## src/rtl/duck_flight_ctrl.sv

```systemverilog
`default_nettype none
// ---------------------------------------------------------------------------
// duck_flight_ctrl : per-duck flight / hit-hold / fall sequencer driving an
// external down_counter (ld/en/data out, done in).            Revision 1.0
// ---------------------------------------------------------------------------
module duck_flight_ctrl #(
   parameter int N          = 10,
   parameter int COORD_W    = 10,
   parameter int X_MAX      = 639,
   parameter int Y_MAX      = 479,
   parameter int HOLD_TICKS = 60,
   parameter int FALL_TICKS = 2,
   parameter int FALL_STEP  = 4
) (
   input  logic               clk,
   input  logic               reset,
   input  logic               start,
   input  logic [COORD_W-1:0] init_x,
   input  logic [COORD_W-1:0] init_y,
   input  logic               init_dx,
   input  logic               init_dy,
   input  logic [N-1:0]       speed,
   input  logic               escape_en,
   input  logic               hit,
   input  logic               tick,
   output logic               cnt_ld,
   output logic               cnt_en,
   output logic [N-1:0]       cnt_data,
   input  logic               cnt_done,
   output logic [COORD_W-1:0] duck_x,
   output logic [COORD_W-1:0] duck_y,
   output logic               flying,
   output logic               falling,
   output logic               shot_down,
   output logic               escaped
);

   localparam logic [COORD_W-1:0] c_x_max     = COORD_W'(X_MAX);
   localparam logic [COORD_W-1:0] c_y_max     = COORD_W'(Y_MAX);
   localparam logic [COORD_W-1:0] c_one       = COORD_W'(1);
   localparam logic [COORD_W:0]   c_fall_inc  = (COORD_W+1)'(FALL_STEP);
   localparam logic [N-1:0]       c_hold_data = N'(HOLD_TICKS);
   localparam logic [N-1:0]       c_fall_data = N'(FALL_TICKS);

   typedef enum logic [3:0] {
      S_IDLE    = 4'd0,
      S_F_LOAD  = 4'd1,
      S_F_WAIT  = 4'd2,
      S_F_STEP  = 4'd3,
      S_H_LOAD  = 4'd4,
      S_H_WAIT  = 4'd5,
      S_D_LOAD  = 4'd6,
      S_D_WAIT  = 4'd7,
      S_D_STEP  = 4'd8,
      S_DOWN    = 4'd9,
      S_ESCAPED = 4'd10
   } state_t;

   state_t             r_state, w_state_n;
   logic [COORD_W-1:0] r_x, w_x_n;
   logic [COORD_W-1:0] r_y, w_y_n;
   logic               r_dx, w_dx_n;
   logic               r_dy, w_dy_n;
   logic [N-1:0]       r_speed, w_speed_n;
   logic [N-1:0]       r_data, w_data_n;
   logic [COORD_W:0]   w_fall_sum;
   logic               w_in_flight;

   // One extra bit so a fall near the bottom of the range cannot wrap.
   assign w_fall_sum  = {1'b0, r_y} + c_fall_inc;
   assign w_in_flight = (r_state == S_F_LOAD) || (r_state == S_F_WAIT) || (r_state == S_F_STEP);

   always_ff @(posedge clk) begin
      if (reset) begin
         r_state <= S_IDLE;
         r_x     <= '0;
         r_y     <= '0;
         r_dx    <= 1'b0;
         r_dy    <= 1'b0;
         r_speed <= '0;
         r_data  <= '0;
      end else begin
         r_state <= w_state_n;
         r_x     <= w_x_n;
         r_y     <= w_y_n;
         r_dx    <= w_dx_n;
         r_dy    <= w_dy_n;
         r_speed <= w_speed_n;
         r_data  <= w_data_n;
      end
   end

   always_comb begin
      w_state_n = r_state;
      w_x_n     = r_x;
      w_y_n     = r_y;
      w_dx_n    = r_dx;
      w_dy_n    = r_dy;
      w_speed_n = r_speed;
      w_data_n  = r_data;

      // cnt_data is loaded on entry to a *_LOAD state so it is valid during it.
      if (hit && w_in_flight) begin
         w_state_n = S_H_LOAD;
         w_data_n  = c_hold_data;
      end else begin
         case (r_state)
            S_IDLE, S_DOWN, S_ESCAPED: begin
               if (start) begin
                  w_state_n = S_F_LOAD;
                  w_speed_n = speed;
                  w_data_n  = speed;
                  w_dx_n    = init_dx;
                  w_dy_n    = init_dy;
                  w_x_n     = (init_x > c_x_max) ? c_x_max : init_x;
                  w_y_n     = (init_y > c_y_max) ? c_y_max : init_y;
               end
            end
            S_F_LOAD: w_state_n = S_F_WAIT;
            S_F_WAIT: if (cnt_done) w_state_n = S_F_STEP;
            S_F_STEP: begin
               if (r_dy && (r_y == '0) && escape_en) begin
                  w_state_n = S_ESCAPED;
               end else begin
                  w_state_n = S_F_LOAD;
                  w_data_n  = r_speed;
                  if (r_dx) begin
                     if (r_x >= c_x_max) begin
                        w_dx_n = 1'b0;
                        w_x_n  = c_x_max - c_one;
                     end else begin
                        w_x_n  = r_x + c_one;
                     end
                  end else if (r_x == '0) begin
                     w_dx_n = 1'b1;
                     w_x_n  = c_one;
                  end else begin
                     w_x_n  = r_x - c_one;
                  end
                  if (!r_dy) begin
                     if (r_y >= c_y_max) begin
                        w_dy_n = 1'b1;
                        w_y_n  = c_y_max - c_one;
                     end else begin
                        w_y_n  = r_y + c_one;
                     end
                  end else if (r_y == '0) begin
                     w_dy_n = 1'b0;
                     w_y_n  = c_one;
                  end else begin
                     w_y_n  = r_y - c_one;
                  end
               end
            end
            S_H_LOAD: w_state_n = S_H_WAIT;
            S_H_WAIT: begin
               if (cnt_done) begin
                  w_state_n = S_D_LOAD;
                  w_data_n  = c_fall_data;
               end
            end
            S_D_LOAD: w_state_n = S_D_WAIT;
            S_D_WAIT: if (cnt_done) w_state_n = S_D_STEP;
            S_D_STEP: begin
               if (w_fall_sum >= {1'b0, c_y_max}) begin
                  w_y_n     = c_y_max;
                  w_state_n = S_DOWN;
               end else begin
                  w_y_n     = w_fall_sum[COORD_W-1:0];
                  w_state_n = S_D_LOAD;
                  w_data_n  = c_fall_data;
               end
            end
            default: w_state_n = S_IDLE;
         endcase
      end
   end

   assign cnt_ld    = (r_state == S_F_LOAD) || (r_state == S_H_LOAD) || (r_state == S_D_LOAD);
   assign cnt_en    = tick && ((r_state == S_F_WAIT) || (r_state == S_H_WAIT) || (r_state == S_D_WAIT));
   assign cnt_data  = r_data;
   assign duck_x    = r_x;
   assign duck_y    = r_y;
   assign flying    = w_in_flight;
   assign falling   = (r_state == S_H_LOAD) || (r_state == S_H_WAIT) || (r_state == S_D_LOAD)
                   || (r_state == S_D_WAIT) || (r_state == S_D_STEP);
   assign shot_down = (r_state == S_DOWN);
   assign escaped   = (r_state == S_ESCAPED);

endmodule
`default_nettype wire

```

## config.mk

```make
export PLATFORM = sky130hd
export DESIGN_NAME = duck_flight_ctrl
export DESIGN_NICKNAME = d
export VERILOG_FILES = /design/src/rtl/duck_flight_ctrl.sv
export SDC_FILE = /design/constraint.sdc
export NUM_CORES = 1
export LEC_CHECK = 0
export CORE_MARGIN = 4
export CORE_UTILIZATION = 55
export CTS_CLUSTER_SIZE = 16
export DETAILED_ROUTE_END_ITERATION = 12
export HOLD_SLACK_MARGIN = 0.08
export PLACE_DENSITY_LB_ADDON = 0.2
export SLEW_MARGIN = 30
export SYNTH_ARGS = -nofsm -noshare
export SYNTH_HDL_FRONTEND = slang
export SYNTH_SLANG_ARGS = --single-unit
export TNS_END_PERCENT = 100
```

## constraint.sdc

```tcl
create_clock -name clk -period 3.9 [get_ports clk]
set_input_delay 0.585 -clock clk [delete_from_list [all_inputs] [get_ports clk]]
set_output_delay 0.585 -clock clk [all_outputs]
set_load 0.01 [all_outputs]
```

==> flow_metrics.env, run 1 <==
export IMPL_die_h_um=93.43
export IMPL_async_flop_share=0
export IMPL_clk_path_buf_depth=2
export IMPL_seq_power_share=0.308
export IMPL_die_w_um=93.43
export IMPL_clk_pin_slew_ps=100
export IMPL_cp_slowest_stage_delay_ps=930
export IMPL_avgSynthCellArea_um2=7.660
export IMPL_fp_row_count=30
export IMPL_area_growth_pct=18.52
export IMPL_cp_cell_sequence="inv_1 > nand3_1 > nand2_1 > clkdlybuf4s50_1"
export IMPL_routedWlPerCell_um=17.67
export IMPL_path_max_fanout=24
export IMPL_synth_top_cell_by_area="dfxtp_1"
export IMPL_post_dp_hpwl_mm=8.099
export IMPL_worstHoldPathCells=1
export IMPL_root_buffer="clkbuf_8"
export IMPL_routed_wl_mm=11.67
export IMPL_core_area_mm2=0.006944
export IMPL_final_common_cell="clkdlybuf4s50_1"
export IMPL_fin_skew_ps=6.682
export IMPL_setup_violations=0
export IMPL_ys_types=78
export IMPL_ys_ff_latch=46
export IMPL_end_kind="primary output"
export IMPL_status="finished clean"
export IMPL_cts_buffers=5
export IMPL_slew_headroom=0.3884
export IMPL_nFillCells=596
export IMPL_nets=611
export IMPL_p_int_w=0.001691
export IMPL_r2r_slack_ps=870
export IMPL_tightest_slew_ps=916.2
export IMPL_synth_compound_area_share=0.3077
export IMPL_diodes=0
export IMPL_period_share=0.7958
export IMPL_grt_max_degree=39
export IMPL_synth_warnings=0
export IMPL_drt_initial_drc_count=444
export IMPL_dp_cells=652
export IMPL_cpLargestDelayFamily="flip-flops"
export IMPL_clk_latency_ps=320
export IMPL_powerDensity_mw_per_mm2=689.9
export IMPL_fin_tns_setup_ps=0
export IMPL_tritoncts="built"
export IMPL_rr_worst_depth=8
export IMPL_synth_area_leaders="dfxtp_1 23%, o21ai_0 5.2%, nor2_1 4.8%"
export IMPL_synth_edf_count=0
export IMPL_synthXorXnorAreaFrac=0.03055
export IMPL_grt_use_total=0.2654
export IMPL_setup_worst_path_end="falling"
export IMPL_place_gp_congestion=0.9783
export IMPL_stdcell_count=660
export IMPL_viasPerCell=6.544
export IMPL_grt_first_pass_wirelength_mm=19.24
export IMPL_synth_top_family_by_area="compound AO/OA/AOI/OAI gates"
export IMPL_die_area_mm2=0.008728
export IMPL_grt_setup_unrepaired="false"
export IMPL_num_vias=4319
export IMPL_hold_violations=0
export IMPL_synthAdderAreaFrac=0.03055
export IMPL_port_buffers=74
export IMPL_clock_power_share=0.100
export IMPL_required_ps=3310
export IMPL_synth_top_area_frac=0.2294
export IMPL_worstReg2RegEnd="duck_y[2]$_SDFFE_PP0P_"
export IMPL_startpoint="r_state[2]$_SDFFE_PP0P_"
export IMPL_p_comb_frac=0.592
export IMPL_finalMaxSlewViolations=0
export IMPL_switchingPower_w=0.001591
export IMPL_initial_utilization=0.5780
export IMPL_ant_nets=0
export IMPL_grt_pass1_vias=3988
export IMPL_p_leak_nw=1.706
export IMPL_cts_setup_buffers=0
export IMPL_hp_class="flip-flop to flip-flop"
export IMPL_firstDrtPassIters=5
export IMPL_critPathBufInv=2
export IMPL_layout_common_cells="74 x clkdlybuf4s50_1, 51 x nor2_1, 46 x dfxtp_1"
export IMPL_antenna_found_initial=0
export IMPL_slowest_stage="dfxtp_1"
export IMPL_synthFlopType="dfxtp_1"
export IMPL_h_tree_depth=2
export IMPL_synthCells=524
export IMPL_drcViolationCount=0
export IMPL_critPathArrivalTime_ps=2520
export IMPL_syn_num_nets=572
export IMPL_grt_overflow_total=0
export IMPL_crit_type="flip-flop to primary output"
export IMPL_synth_simple_gate_area_share=0.2818
export IMPL_fin_crit_ps=3104
export IMPL_drive_above_1_share=0.08511
export IMPL_maxCapViolCount=0
export IMPL_final_core_util=0.6850
export IMPL_swShare=0.4847
export IMPL_ys_seq_area_frac=0.2294
export IMPL_cts_sinks=46
export IMPL_ioPinCount=75
export IMPL_critPathLaunchType="flip-flop"
export IMPL_worstReg2RegStart="duck_y[2]$_SDFFE_PP0P_"
export IMPL_hold_buffers=0
export IMPL_cts_resized=0
export IMPL_syn_area_mm2=0.004014
export IMPL_max_freq_mhz=322.2
export IMPL_ir_drop_v=0.0004228
export IMPL_path_depth=4
export IMPL_synthMuxAreaShare=0.03491
## worst register-to-register path: stages, from the launching register on
cell      delay, ps
dfxtp_1         670
inv_1           200
ha_1            350
and4b_1         200
o21ai_0         370
a211oi_4        140
a31oi_4         580
o221a_2         310
a311oi_1         80
## power groups by stage
stage / combinational (W) / clock [W] / sequential [W]
2_1_floorplan: 0.00152 / 0 / 0.000818
3_3_place_gp: 0.00187 / 0 / 0.00100
6_report: 0.00194 / 0.000329 / 0.00101
3_5_place_dp: 0.00191 / 0 / 0.00101
5_1_grt: 0.00214 / 0.000355 / 0.00105
4_1_cts: 0.00192 / 0.000333 / 0.000998
## flip-flops by register name, indices dropped and copies added, names as in the netlist
name / count
r_dx: 1
r_state: 4
duck_x: 10
r_dy: 1
r_speed: 10
duck_y: 10
cnt_data: 10
## layer usage
layer / track usage / vias up / wire (µm)
met5: 0 / - / 0
met2: 0.4151 / 231 / 5421
li1: - / 2050 / -
met4: 0.09402 / 0 / 280
met1: 0.3652 / 2010 / 4990
met3: 0.04586 / 28 / 972
## through the flow
step / setup WS [ps] / instance area [µm²] / hold slack, ps / total power, W
6_report: 796.2 / 4757 / 494.4 / 0.003282
5_1_grt: 623.8 / 4757 / 539.9 / 0.003544
4_1_cts: 822.1 / 4757 / 501.1 / 0.003253
3_5_place_dp: 840.5 / 4661 / 468.9 / 0.002918
3_3_place_gp: 915.6 / 4661 / 471.6 / 0.002868
2_1_floorplan: 1624 / 4014 / 463.3 / 0.002334
## cell families after synthesis
family / Yosys count
simple gates: 198
compound gates: 176
buf+inv: 66
flops: 46
xor+xnor: 14
mux: 14
fa+ha+maj: 10
## cell usage after synthesis (5+ instances only)
cell / count
o21ai_0: 42
nor3_1: 15
ha_1: 9
nor3b_1: 5
a21oi_1: 35
a22oi_1: 8
nor4_1: 6
a221oi_1: 5
buf_6: 8
a211oi_1: 5
nor2_1: 51
nand3_1: 13
inv_1: 18
xor2_1: 8
buf_2: 15
nand2_1: 30
o31a_1: 6
o22ai_1: 6
nand2b_1: 9
a311oi_1: 9
mux2i_1: 14
xnor2_1: 6
o31ai_1: 5
o221ai_1: 8
clkbuf_1: 19
nor2b_1: 11
a31oi_1: 12
nand4_1: 6
dfxtp_1: 46
or3_1: 5
and3_1: 7
## worst min-delay path by stage
stage,slack [ps],end,start
finish,490,cnt_data[2]$_SDFFE_PP0P_,cnt_data[2]$_SDFFE_PP0P_
global route,540,cnt_data[2]$_SDFFE_PP0P_,cnt_data[2]$_SDFFE_PP0P_
CTS,500,cnt_data[2]$_SDFFE_PP0P_,cnt_data[2]$_SDFFE_PP0P_
detailed placement,470,cnt_data[2]$_SDFFE_PP0P_,cnt_data[2]$_SDFFE_PP0P_
global placement,470,cnt_data[2]$_SDFFE_PP0P_,cnt_data[2]$_SDFFE_PP0P_
floorplan,460,r_speed[1]$_SDFFE_PP0P_,r_speed[1]$_SDFFE_PP0P_
## area by class of cell
type | count | area (µm²) | area share
Multi-Input combinational cell | 412 | 2766 | 0.5815
Sequential cell | 46 | 920.9 | 0.1936
Timing Repair Buffer | 80 | 785.8 | 0.1652
Tap cell | 96 | 120.1 | 0.02525
Clock buffer | 5 | 68.82 | 0.01447
Inverter | 18 | 67.56 | 0.01420
Clock inverter | 3 | 27.53 | 0.005786
No activity file was read; power rests on OpenSTA's default activity.
==> run 2, diff against run 1 <==
CORE_UTILIZATION = 48   (was 55)
clock period = 2.8 ns   (was 3.9 ns; I/O delays follow)
==> flow_metrics.env, run 2 (same netlist as run 1, synthesis figures left out) <==
export IMPL_area_growth_pct=22.57
export IMPL_slew_headroom=0.5268
export IMPL_routed_wl_mm=12.17
export IMPL_crit_type="flip-flop to primary output"
export IMPL_die_w_um=99.45
export IMPL_cts_sinks=46
export IMPL_fin_crit_ps=2696
export IMPL_layout_common_cells="74 x clkdlybuf4s50_1, 50 x nor2_1, 43 x dfxtp_1"
export IMPL_die_h_um=99.45
export IMPL_nets=629
export IMPL_critPathArrivalTime_ps=2280
export IMPL_period_share=0.9629
export IMPL_h_tree_depth=2
export IMPL_fp_row_count=33
export IMPL_ioPinCount=75
export IMPL_place_gp_congestion=1.020
export IMPL_worstReg2RegStart="duck_y[2]$_SDFFE_PP0P_"
export IMPL_status="finished clean"
export IMPL_fin_tns_setup_ps=0
export IMPL_hp_class="flip-flop to flip-flop"
export IMPL_clk_pin_slew_ps=100
export IMPL_critPathLaunchType="flip-flop"
export IMPL_tritoncts="built"
export IMPL_hold_violations=0
export IMPL_clk_path_buf_depth=2
export IMPL_final_common_cell="clkdlybuf4s50_1"
export IMPL_die_area_mm2=0.009889
export IMPL_path_max_fanout=13
export IMPL_total_power_w=0.004704
export IMPL_grt_use_total=0.2403
export IMPL_grt_overflow_total=0
export IMPL_diodes=0
export IMPL_clk_latency_ps=320
export IMPL_grt_first_pass_wirelength_mm=19.75
export IMPL_grt_pass1_vias=3894
export IMPL_swShare=0.4759
export IMPL_required_ps=2380
export IMPL_p_comb_frac=0.613
export IMPL_startpoint="r_state[3]$_SDFFE_PP0P_"
export IMPL_ir_drop_v=0.0004908
export IMPL_rr_worst_depth=9
export IMPL_firstDrtPassIters=5
export IMPL_grt_setup_unrepaired="false"
export IMPL_ant_nets=0
export IMPL_nFillCells=757
export IMPL_p_leak_nw=1.799
export IMPL_drive_above_1_share=0.1203
export IMPL_tightest_slew_ps=708.9
export IMPL_port_buffers=74
export IMPL_num_vias=4289
export IMPL_clock_power_share=0.096
export IMPL_end_kind="primary output"
export IMPL_p_int_w=0.002465
export IMPL_core_area_mm2=0.008175
export IMPL_powerDensity_mw_per_mm2=956.1
export IMPL_fin_skew_ps=11.38
export IMPL_finalMaxSlewViolations=0
export IMPL_r2r_slack_ps=330
export IMPL_setup_worst_path_end="falling"
export IMPL_switchingPower_w=0.002239
export IMPL_drcViolationCount=0
export IMPL_maxCapViolCount=0
export IMPL_routedWlPerCell_um=17.71
export IMPL_drt_initial_drc_count=240
export IMPL_worstReg2RegEnd="cnt_data[0]$_SDFFE_PP0P_"
export IMPL_root_buffer="clkbuf_8"
export IMPL_antenna_found_initial=0
export IMPL_setup_violations=0
export IMPL_hold_buffers=0
export IMPL_viasPerCell=6.243
export IMPL_seq_power_share=0.292
export IMPL_grt_max_degree=38
export IMPL_post_dp_hpwl_mm=8.846
export IMPL_max_freq_mhz=370.9
export IMPL_whs_ps=502.2
export IMPL_cts_buffers=5
export IMPL_initial_utilization=0.4910
## run 2: cell types whose count changed in the layout (fill, tap and decap cells not counted)
cell / change
dfxtp_2: +3
nor2_1: -1
dfxtp_1: -3
nor2_2: +1
buf_12: +1
clkinv_4: +1
inv_8: -1
buf_4: +17
## run 2: worst min path at each step
stage / to / depth (start not counted) / slack (ps) / from
after floorplan: r_speed[1]$_SDFFE_PP0P_ / 2 / 460 / r_speed[1]$_SDFFE_PP0P_
after global placement: cnt_data[5]$_SDFFE_PP0P_ / 1 / 470 / cnt_data[5]$_SDFFE_PP0P_
after detailed placement: cnt_data[4]$_SDFFE_PP0P_ / 1 / 480 / cnt_data[4]$_SDFFE_PP0P_
after CTS: cnt_data[4]$_SDFFE_PP0P_ / 1 / 500 / cnt_data[4]$_SDFFE_PP0P_
after global routing: r_speed[4]$_SDFFE_PP0P_ / 2 / 540 / r_speed[4]$_SDFFE_PP0P_
final: cnt_data[4]$_SDFFE_PP0P_ / 1 / 500 / cnt_data[4]$_SDFFE_PP0P_
## run 2: stage by stage
stage	util	std cells	worst slack, ps	cell area [µm²]
6_report	0.6018	687	104.0	4920
4_1_cts	0.6010	687	37.06	4913
3_3_place_gp	0.5895	679	361.6	4820
5_1_grt	0.6018	687	13.55	4920
3_5_place_dp	0.5895	679	254.0	4820
2_1_floorplan	-	524	523.7	4014
## run 2: cell type report
| type | count | area [µm²] | share of cell area |
|---|---|---|---|
| clock buffers | 5 | 68.82 | 0.01399 |
| repair buffers | 98 | 933.4 | 0.1897 |
| flip-flops and latches | 46 | 924.6 | 0.1879 |
| multi-input cells | 412 | 2769 | 0.5628 |
| well taps | 105 | 131.4 | 0.02670 |
| inverters | 18 | 67.56 | 0.01373 |
| clock inverters | 3 | 25.02 | 0.005086 |
## run 2: what timing repair did
| item | 4_1_cts | 5_1_grt |
|---|---|---|
| endpoints found under the hold margin | 0 | 0 |
| buffers inserted | 0 | 0 |
| setup endpoints to repair | 0 | 4 |
| gates resized for setup | 0 | 4 |
## run 2: power groups by stage
stage	Sequential, W	Clock [W]	Combinational [W]
finish	0.00137	0.000450	0.00288
floorplan	0.00114	0	0.00211
global placement	0.00136	0	0.00279
CTS	0.00135	0.000459	0.00286
detailed placement	0.00137	0	0.00284
global route	0.00143	0.000477	0.00316
## run 2: routing by layer
metal	GRT usage	vias up	wire length, µm
li1	-	2087	-
met1	0.3356	2034	5566
met2	0.3822	152	5597
met3	0.04558	16	829
met4	0.05987	0	171
met5	0	-	0
## run 2: worst max-delay path: stages, from the launching register on
cell,delay [ps]
dfxtp_1,660
buf_4,270
nand3_1,290
nand2_1,180
clkdlybuf4s50_1,570
